`config.mk`:
```
export PLATFORM = sky130hd
export DESIGN_NAME = dac_arbiter
export DESIGN_NICKNAME = d
export VERILOG_FILES = /design/src/rtl/dac_arbiter.sv
export SDC_FILE = /design/constraint.sdc
export NUM_CORES = 1
export LEC_CHECK = 0
export CORE_MARGIN = 3
export CORE_UTILIZATION = 49
export CTS_CLUSTER_DIAMETER = 60
export DETAILED_ROUTE_END_ITERATION = 7
export GPL_TIMING_DRIVEN = 0
export HOLD_SLACK_MARGIN = 0.08
export PLACE_DENSITY_LB_ADDON = 0.08
export SETUP_SLACK_MARGIN = 0.2
export SLEW_MARGIN = 20
export SYNTH_ARGS = -nofsm -noshare
export SYNTH_HDL_FRONTEND = slang
export SYNTH_SLANG_ARGS = --single-unit
```
`constraint.sdc`:
```
create_clock -name clk -period 1.69 [get_ports clk]
set_input_delay 0.169 -clock clk [delete_from_list [all_inputs] [get_ports clk]]
set_output_delay 0.169 -clock clk [all_outputs]
set_load 0.03 [all_outputs]
```
`src/rtl/dac_arbiter.sv`:
```
// dac_arbiter: two-channel sample arbiter feeding a single DAC.
// Each channel has a one-entry holding register. On every tick one full
// register is granted, either round-robin or with fixed A-over-B priority.
// Ticks that find both registers empty are counted as underruns.
module dac_arbiter #(
    parameter int unsigned            DATA_W   = 12,
    parameter logic [DATA_W-1:0]      MIDSCALE = 12'h800
) (
    input  logic              clk,
    input  logic              rst_n,
    input  logic              tick,
    input  logic              prio_mode,
    input  logic              a_valid,
    input  logic [DATA_W-1:0] a_data,
    output logic              a_ready,
    input  logic              b_valid,
    input  logic [DATA_W-1:0] b_data,
    output logic              b_ready,
    output logic [DATA_W-1:0] dac_data,
    output logic              dac_en,
    output logic              grant_b,
    output logic [7:0]        underrun_cnt
);

    typedef enum logic {
        GRANT_A = 1'b0,
        GRANT_B = 1'b1
    } chan_t;

    chan_t             last_grant;
    logic              full_a;
    logic              full_b;
    logic [DATA_W-1:0] hold_a;
    logic [DATA_W-1:0] hold_b;

    logic take_a;
    logic take_b;
    logic sel_a;
    logic sel_b;
    logic underrun;
    logic full_a_nxt;
    logic full_b_nxt;

    assign take_a = a_valid & a_ready;
    assign take_b = b_valid & b_ready;

    // Grant selection: only registers already full at the tick edge compete.
    always_comb begin
        sel_a    = 1'b0;
        sel_b    = 1'b0;
        underrun = 1'b0;
        if (tick) begin
            if (full_a && full_b) begin
                if (prio_mode || (last_grant == GRANT_B)) begin
                    sel_a = 1'b1;
                end else begin
                    sel_b = 1'b1;
                end
            end else if (full_a) begin
                sel_a = 1'b1;
            end else if (full_b) begin
                sel_b = 1'b1;
            end else begin
                underrun = 1'b1;
            end
        end
    end

    // Next full state: a granted register is always full, so it cannot also be taking a sample.
    always_comb begin
        full_a_nxt = full_a;
        full_b_nxt = full_b;
        if (sel_a) begin
            full_a_nxt = 1'b0;
        end else if (take_a) begin
            full_a_nxt = 1'b1;
        end
        if (sel_b) begin
            full_b_nxt = 1'b0;
        end else if (take_b) begin
            full_b_nxt = 1'b1;
        end
    end

    // Holding registers, full flags and registered ready outputs.
    // ready is kept low through reset and rises on the first edge after release.
    always_ff @(posedge clk or negedge rst_n) begin
        if (!rst_n) begin
            full_a  <= 1'b0;
            full_b  <= 1'b0;
            hold_a  <= '0;
            hold_b  <= '0;
            a_ready <= 1'b0;
            b_ready <= 1'b0;
        end else begin
            full_a  <= full_a_nxt;
            full_b  <= full_b_nxt;
            a_ready <= ~full_a_nxt;
            b_ready <= ~full_b_nxt;
            if (take_a) begin
                hold_a <= a_data;
            end
            if (take_b) begin
                hold_b <= b_data;
            end
        end
    end

    // DAC output register, load strobe and round-robin history.
    always_ff @(posedge clk or negedge rst_n) begin
        if (!rst_n) begin
            dac_data   <= MIDSCALE;
            dac_en     <= 1'b0;
            grant_b    <= 1'b0;
            last_grant <= GRANT_B;
        end else begin
            dac_en <= sel_a | sel_b;
            if (sel_a) begin
                dac_data   <= hold_a;
                grant_b    <= 1'b0;
                last_grant <= GRANT_A;
            end else if (sel_b) begin
                dac_data   <= hold_b;
                grant_b    <= 1'b1;
                last_grant <= GRANT_B;
            end
        end
    end

    // Saturating count of ticks that found no sample.
    always_ff @(posedge clk or negedge rst_n) begin
        if (!rst_n) begin
            underrun_cnt <= '0;
        end else if (underrun && (underrun_cnt != 8'hFF)) begin
            underrun_cnt <= underrun_cnt + 8'd1;
        end
    end

endmodule

```
## Word level (Yosys, flattened, before mapping)

Index checks and enable logic that the tools add are counted.

- Bits in registers: 51
- Bits of input ports: 30
- Logic and storage cells: 43

- $add $sub $neg: 1
- Equality and inequality tests: 1
- Muxes and demuxes: 21
- Bitwise operators: 5
- Reduce and logical (&&, ||, !) cells: 4

Operator list:

| kind | number |
|---|---|
| 12-bit 2-to-1 mux | 2 |
| 1-bit 2-to-1 mux | 19 |
| 8-bit by 1-bit adder with 8-bit output, second input constant | 1 |
| 8-bit inequality test, second input constant | 1 |
| 1-bit AND | 2 |
| 1-bit logical AND | 2 |
| 1-bit inverter | 2 |
| 2-bit nonzero test | 1 |
| 1-bit logical OR | 1 |
| 1-bit bitwise OR | 1 |

## Longest topological paths before layout

Gate-level depths: netlist of the first run.

- Depth after elaboration: 6
- Gate-level depth with buffers: 5

## Worst setup path before layout of the first run

Ideal clock, no wire load.

- Kind: reg2reg
- Start: register underrun_cnt[0]
- End: register underrun_cnt[1]
- Arrival time: 1.471 ns
- Setup slack: 0.094 ns
- Cell stages (with the launch flop): 5
- Path buffers: 0
- Clock period less this slack: 1.596 ns
- Path through: dfrtp_1 ha_1 nand3_1 o21ai_2 mux2_4

- Longest elaborated chain between the ends: 2

RTL lines:

| what | line | source |
|---|---|---|
| start, declared | 22 | `output logic [7:0] underrun_cnt` |
| start signal, assigned | 135 | `underrun_cnt <= underrun_cnt + 8'd1;` |
| branches (longest 2 deep; another with 8-bit by 1-bit adder with 8-bit output) | n/a |  |

Parallel ways; which one is timed is not known.
A chain may end at the register's enable or synchronous reset.

## Final worst setup path of the first run

- Start: register full_b
- End: register dac_data[7]

- Longest elaborated chain between the ends: 5

RTL lines:

| what | line | source |
|---|---|---|
| start, declared | 32 | `logic full_b;` |
| start signal, assigned | 97 | `full_b <= full_b_nxt;` |
| 1-bit 2-to-1 mux | 61 | `end else if (full_b) begin` |
| 1-bit 2-to-1 mux | 59 | `end else if (full_a) begin` |
| 1-bit 2-to-1 mux | 53 | `if (full_a && full_b) begin` |
| 1-bit 2-to-1 mux | 52 | `if (tick) begin` |
| 2-bit nonzero test (no source line) | n/a |  |
| end signal, assigned | 119 | `dac_data <= hold_a;` |
| end signal, assigned | 123 | `dac_data <= hold_b;` |
| end, declared | 19 | `output logic [DATA_W-1:0] dac_data,` |

Several ways; a longest one is shown, not always the timed one.

==> results of run 1 <==
[cells in the final DEF (no fill, tap or decap), drive strengths merged, types with 3 or more instances in the layout]
master and n:
dfrtp 49, dlygate4sd2 23, buf 11, a31oi 13, o21ai 16, nand3 3, nand2 4, clkbuf 14
a21oi 4, clkdlybuf4s50 27, inv 3, mux2 27, xnor2 3, nand4 15, and3 3, nor2 13
[power by group through the flow]
stage                     Clock [mW]  Sequential (mW)  Combinational [mW]
after floorplan                    0             2.64                1.13
after global placement             0             2.20                2.40
after CTS                      0.787             2.20                2.34
after detailed placement           0             2.23                2.48
after global routing           0.835             2.29                2.54
final                          0.758             2.21                2.35
[final cells by class]
type / instances / area, um2 / share of cell area
Tap cell: 50 / 62.56 / 0.02126
Clock buffer: 8 / 100.1 / 0.03401
Timing Repair Buffer: 56 / 534.3 / 0.1815
Inverter: 3 / 11.26 / 0.003827
Multi-Input combinational cell: 116 / 873.3 / 0.2968
Sequential cell: 51 / 1282 / 0.4358
Buffer: 13 / 78.83 / 0.02679
[state kept, by name, indices dropped and copies added (netlist names)]
name / count
a_ready: 1
hold_b: 12
grant_b: 1
hold_a: 12
underrun_cnt: 8
dac_data: 12
dac_en: 1
last_grant: 1
b_ready: 1
full_a: 1
full_b: 1
[path summary, 6_finish.rpt]
check                                     from                        to  slack (ns)  cells after the start
max                           full_b$_DFF_PN0_   dac_data[7]$_DFFE_PN0P_        0.26                      5
min                                       tick   dac_data[3]$_DFFE_PN0P_        0.21                      3
max reg2reg                   full_b$_DFF_PN0_   dac_data[7]$_DFFE_PN0P_        0.26                      5
min reg2reg                grant_b$_DFFE_PN0P_       grant_b$_DFFE_PN0P_        0.50                      2
max in group asynchronous                rst_n  dac_data[11]$_DFFE_PN1P_        0.72                      3
min in group asynchronous                rst_n   dac_data[3]$_DFFE_PN0P_        0.36                      2
[per-layer routing]
| layer | share of wire | routed length [um] | GRT usage | up-vias |
|---|---|---|---|---|
| met5 | 0 | 0 | 0 | - |
| met4 | 0.020 | 100 | 0.09054 | 0 |
| met3 | 0.057 | 280 | 0.05335 | 11 |
| met2 | 0.49 | 2411 | 0.3138 | 57 |
| met1 | 0.43 | 2120 | 0.2453 | 828 |
| li1 | - | - | - | 792 |
[worst max-delay path: cells and delay by family, from the launching register on]
kind,cells,cell delay [ns]
AOI/OAI and AO/OA,2,0.32
DFF,1,0.35
buffers and inverters,2,0.40
and+or+nand+nor,1,0.29
[cells by family (layout without fill, tap and decap cells)]
kind of cell | after synthesis | after routing
DFF | 51 | 51
adders and majority gates | 1 | 1
and+or+nand+nor | 43 | 43
AOI/OAI and AO/OA | 40 | 40
xor gates and xnor gates | 3 | 3
buffers and inverters | 16 | 80
muxes | 29 | 29
[what timing repair did]
action                                 4_1_cts  5_1_grt
pin swaps                                    1        2
endpoints found under the hold margin       20        0
setup endpoints to repair                   33       13
hold buffers                                 1        0
setup buffers                                2        0
resized for setup                           25        7
[stage by stage]
step | hold WS, ns | power, mW | area [um2] | TNS, ns | instances
after floorplan | -0.1266 | 3.763 | 2225 | 0 | 183
after global placement | 0.4805 | 4.595 | 2808 | -43.70 | 285
after detailed placement | 0.1743 | 4.711 | 2823 | -0.2889 | 286
after CTS | 0.1947 | 5.323 | 2922 | 0 | 297
after global routing | 0.2135 | 5.660 | 2943 | 0 | 297
final | 0.2077 | 5.317 | 2943 | 0 | 297
[Yosys cell counts]
master / count
dfrtp_1: 49
mux2_2: 25
o21ai_0: 15
nand4_1: 14
a31oi_1: 13
nor2_1: 13
buf_2: 5
clkbuf_1: 5
a21oi_1: 4
nand2_1: 4
and3_1: 3
inv_1: 3
nand3_1: 3
xnor2_1: 3
buf_4: 2
dfstp_2: 2
mux2_4: 2
mux2i_1: 2
o211ai_1: 2
o21a_1: 2
a21boi_0: 1
and2_1: 1
and4_1: 1
buf_6: 1
ha_1: 1
nand4_2: 1
nor3b_2: 1
nor3b_4: 1
o21ai_2: 1
o22a_1: 1
o22ai_1: 1
or3b_1: 1
==> out/metrics.yaml, run 1 <==
finalHoldViolCount: 0
routed_wl_mm: 4.912
power_frac_seq: 0.415
postSynthAreaPerCell_um2: 12.14
cts_tree: "built"
ys_ff_latch: 51
dieArea_um2: 5377
min_path_type: "input port to flip-flop"
leakagePower_nw: 1.282
worstMarginPinSlew_ns: 0.5200
hpwl_mm: 3.546
synth_compound_area_frac: 0.1070
synth_nets: 214
synth_warnings: 0
yosysTopAreaCellShare: 0.5521
ir_worst_vdd_mv: 1.027
ant_nets: 0
worstSetupStartpointType: "flip-flop"
initial_utilization: 0.5322
area_delta_synth_final_pct: 32.51
die_width_um: 73.33
crit_type: "flip-flop to flip-flop"
cts_num_sinks: 51
drv_slew: 0
synth_top_family_by_area: "multiplexers"
period_needed_ns: 1.435
synth_mux_area_frac: 0.1493
fin_ws_ns: 0.2553
num_rows: 23
switchingPower_mw: 2.093
cts_root_buf: "clkbuf_8"
finalClockSkew_ns: 0.009373
synth-simple-area-share: 0.1138
vias: 1688
maxCapViolCount: 0
dp_slack_ns: -0.04504
wl_per_cell_um: 16.54
rsz0062_at_grt: "yes"
dieHeight_um: 73.33
max_freq_mhz: 697.0
placement.io_buffers: 52
grt_overflow: 0
synth_cell_types: 32
grt_usage: 0.1952
clkPwrFrac: 0.143
viasPerCell: 5.684
cts_max_level: 2
swShare: 0.3936
worstSetupEndpointType: "flip-flop"
clock_path_buffers: 2
grt_pass1_wl_mm: 7.838
synth_xor_area_frac: 0.01183
antenna_found_initial: 0
status: "completed"
drive_gt1_frac: 0.2389
grt_max_degree: 31
power.internal_mw: 3.224
path_max_fanout: 10
slowest_delay_ns: 0.35
place_congestion: 0.8085
drtPass1Iterations: 4
io_pins: 54
clk_pin_slew_ns: 0.09
syn-cell-area_um2: 2221
cts_buffers: 5
synthAdderAreaFrac: 0.005634
antennaDiodeCount: 0
power.density_nw_per_um2: 1807
finalSetupViolCount: 0
crit_chain: "buf_6, nor3b_2, clkbuf_4, o21ai_0, a31oi_1"
core_um2: 4173
drt_iter0_markers: 152
slowest_stage: "dfrtp_1"
critPathRequiredTime_ns: 1.91
grt_pass1_vias: 1669
yosys-top-cells-area: "dfrtp_1, mux2_2, nand4_1, a31oi_1, o21ai_0"
synth_seq_area_share: 0.5758
comb_power_share: 0.442
max_slew_margin: 0.6533
cp.arrival_ns: 1.66
yosysTopAreaCell: "dfrtp_1"
finalNetCount: 277
fin_crit_sh: 0.8489
nFillCells: 286
insertion_delay_ns: 0.31
syn_inst: 183
remaining_drc_errors: 0
fin_util: 0.7052
Power figures use the tool's default switching activity.
==> run 2: changes to the inputs <==
--- a/config.mk
+++ b/config.mk
@@ -6,7 +6,7 @@
 export NUM_CORES = 1
 export LEC_CHECK = 0
 export CORE_MARGIN = 3
-export CORE_UTILIZATION = 49
+export CORE_UTILIZATION = 44
 export CTS_CLUSTER_DIAMETER = 60
 export DETAILED_ROUTE_END_ITERATION = 7
 export GPL_TIMING_DRIVEN = 0
==> constraint.sdc (replaced) <==
create_clock -name clk -period 1.15 [get_ports clk]
set_input_delay 0.115 -clock clk [delete_from_list [all_inputs] [get_ports clk]]
set_output_delay 0.115 -clock clk [all_outputs]
set_load 0.03 [all_outputs]
==> run 2 against run 1 <==
Against the previous run:
- the flow now finishes with violations (setup timing)
- utilization grew 6.4 points
- combinational power grew 150%
- routed wire length grew 29%
- final cell count grew 19%
- first-iteration DRC count shrank 66%
- via count grew 13%
- die area grew 10%
- hold slack lost 0.040 ns
- clock power grew 31%
- setup slack lost 0.50 ns
- global-route usage grew 2.0 points
- critical path type unchanged
- highest routed layer unchanged
==> out/metrics.yaml, run 2 (synthesis results as in run 1) <==
status: "complete, but fails checks"
failed_checks: "setup timing"
period_needed_ns: 1.394
crit_type: "flip-flop to flip-flop"
cts_num_sinks: 51
power.density_nw_per_um2: 2771
grt_max_degree: 36
maxCapViolCount: 0
cts_max_level: 2
worstMarginPinSlew_ns: 0.4146
grt_pass1_wl_mm: 10.10
cp.arrival_ns: 1.57
num_rows: 25
drt_iter0_markers: 52
drv_slew: 0
multi_input_area_um2: 1036
slowest_delay_ns: 0.39
area_delta_synth_final_pct: 65.86
placement.io_buffers: 52
antennaDiodeCount: 0
drive_gt1_frac: 0.5017
final_cell_area_um2: 3684
initial_utilization: 0.4641
viasPerCell: 5.407
leakagePower_nw: 1.672
dieArea_um2: 5936
crit_chain: "buf_6, nor3b_4, nand4_2, mux2_4"
wl_per_cell_um: 17.87
finalSetupViolCount: 39
clk_pin_slew_ns: 0.09
dieHeight_um: 77.05
worstSetupStartpointType: "flip-flop"
insertion_delay_ns: 0.30
antenna_found_initial: 0
rsz0062_at_grt: "yes"
finalNetCount: 317
critPathRequiredTime_ns: 1.33
grt_pass1_vias: 2066
finalHoldViolCount: 0
finalClockSkew_ns: 0.01042
clock_path_buffers: 2
routed_wl_mm: 6.325
cts_buffers: 5
die_width_um: 77.05
path_max_fanout: 6
fin_ws_ns: -0.2443
grt_usage: 0.2149
place_inst: 303
remaining_drc_errors: 0
place_congestion: 0.8511
min_path_type: "input port to flip-flop"
max_freq_mhz: 717.2
ant_nets: 0
slowest_stage: "dfrtp_1"
max_slew_margin: 0.7236
io_pins: 54
nFillCells: 281
worstSetupEndpointType: "flip-flop"
placed_area_um2: 3058
hpwl_mm: 3.758
fin_crit_sh: 1.212
core_um2: 4786
final_cell_mix: "buf_6, dfrtp_1, buf_4, clkdlybuf4s50_1, mux2_4"
cts_tree: "built"
vias: 1914
grt_overflow: 0
stdcell_count: 354
reg.largest.list: "dac_data x12, hold_a x12, hold_b x12"
drtPass1Iterations: 4
cts_root_buf: "clkbuf_8"
ir_worst_vdd_mv: 1.979
ff_latch_area_um2: 1290
[run 2: cell count changes in the layout (fill, tap and decap cells not counted), moves of 3 or more]
cell	before	now
dfrtp_1	46	40
clkbuf_2	3	0
buf_12	1	5
o21ai_0	15	12
buf_8	0	3
mux2_2	25	1
buf_6	1	40
mux2_4	2	26
buf_2	4	1
dfrtp_2	3	9
dlygate4sd2_1	23	0
buf_4	5	27
[run 2: path summary, 6_finish.rpt]
| kind | from | to | slack, ns | cells after the start |
|---|---|---|---|---|
| max | full_b$_DFF_PN0_ | underrun_cnt[5]$_DFFE_PN0P_ | -0.24 | 4 |
| min in group asynchronous | rst_n | hold_a[2]$_DFFE_PN0P_ | 0.26 | 2 |
| max reg2reg | full_b$_DFF_PN0_ | underrun_cnt[5]$_DFFE_PN0P_ | -0.24 | 4 |
| min | tick | dac_data[3]$_DFFE_PN0P_ | 0.17 | 3 |
| max in group asynchronous | rst_n | dac_data[11]$_DFFE_PN1P_ | 0.30 | 3 |
| min reg2reg | hold_b[10]$_DFFE_PN0P_ | hold_b[10]$_DFFE_PN0P_ | 0.51 | 1 |
[run 2: stage by stage]
stage	TNS, ns	utilization	setup WS, ns	hold slack [ns]	total power, mW
2_1_floorplan	-3.006	-	-0.2082	-0.1806	6.170
3_3_place_gp	-80.26	0.6358	-1.544	0.4696	7.434
3_5_place_dp	-11.16	0.6390	-0.4046	0.05746	7.585
4_1_cts	-3.978	0.7441	-0.2356	0.1513	9.714
5_1_grt	-6.718	0.7697	-0.3227	0.1722	10.75
6_report	-5.046	0.7697	-0.2443	0.1679	10.21
[run 2: power by group]
part           switching, mW  internal, mW  total (mW)
logic                   2.49          3.29        5.78
registers              0.728          2.71        3.44
clock network          0.562         0.429       0.991
[run 2: repair_timing]
| action | CTS | global route |
|---|---|---|
| buffers inserted | 28 | 9 |
| pin swaps | 18 | 3 |
| hold buffers | 1 | 0 |
| endpoints found under the hold margin | 16 | 0 |
| cloned | 4 | 1 |
| resized for setup | 190 | 18 |
| endpoints found under the setup margin | 75 | 75 |
[run 2: final cells by class]
cell class                      count  share of cell area
Clock inverter                      1            0.001359
Inverter                            3            0.003057
Sequential cell                    51              0.3502
Multi-Input combinational cell    116              0.2812
Buffer                             13             0.04586
Clock buffer                        7             0.02072
Tap cell                           67             0.02276
Timing Repair Buffer               96              0.2748
[run 2: worst max-delay path, delay by kind of cell (launching register included)]
| family | cells | cell delay, ns |
|---|---|---|
| flip-flops | 1 | 0.39 |
| AND/OR/NAND/NOR | 2 | 0.46 |
| multiplexers | 1 | 0.31 |
| buffers and inverters | 1 | 0.14 |
[run 2: layer usage]
metal / GRT usage / share of wire
met5: 0 / 0
met4: 0.09075 / 0.028
met3: 0.04695 / 0.049
met2: 0.3484 / 0.51
met1: 0.2791 / 0.42
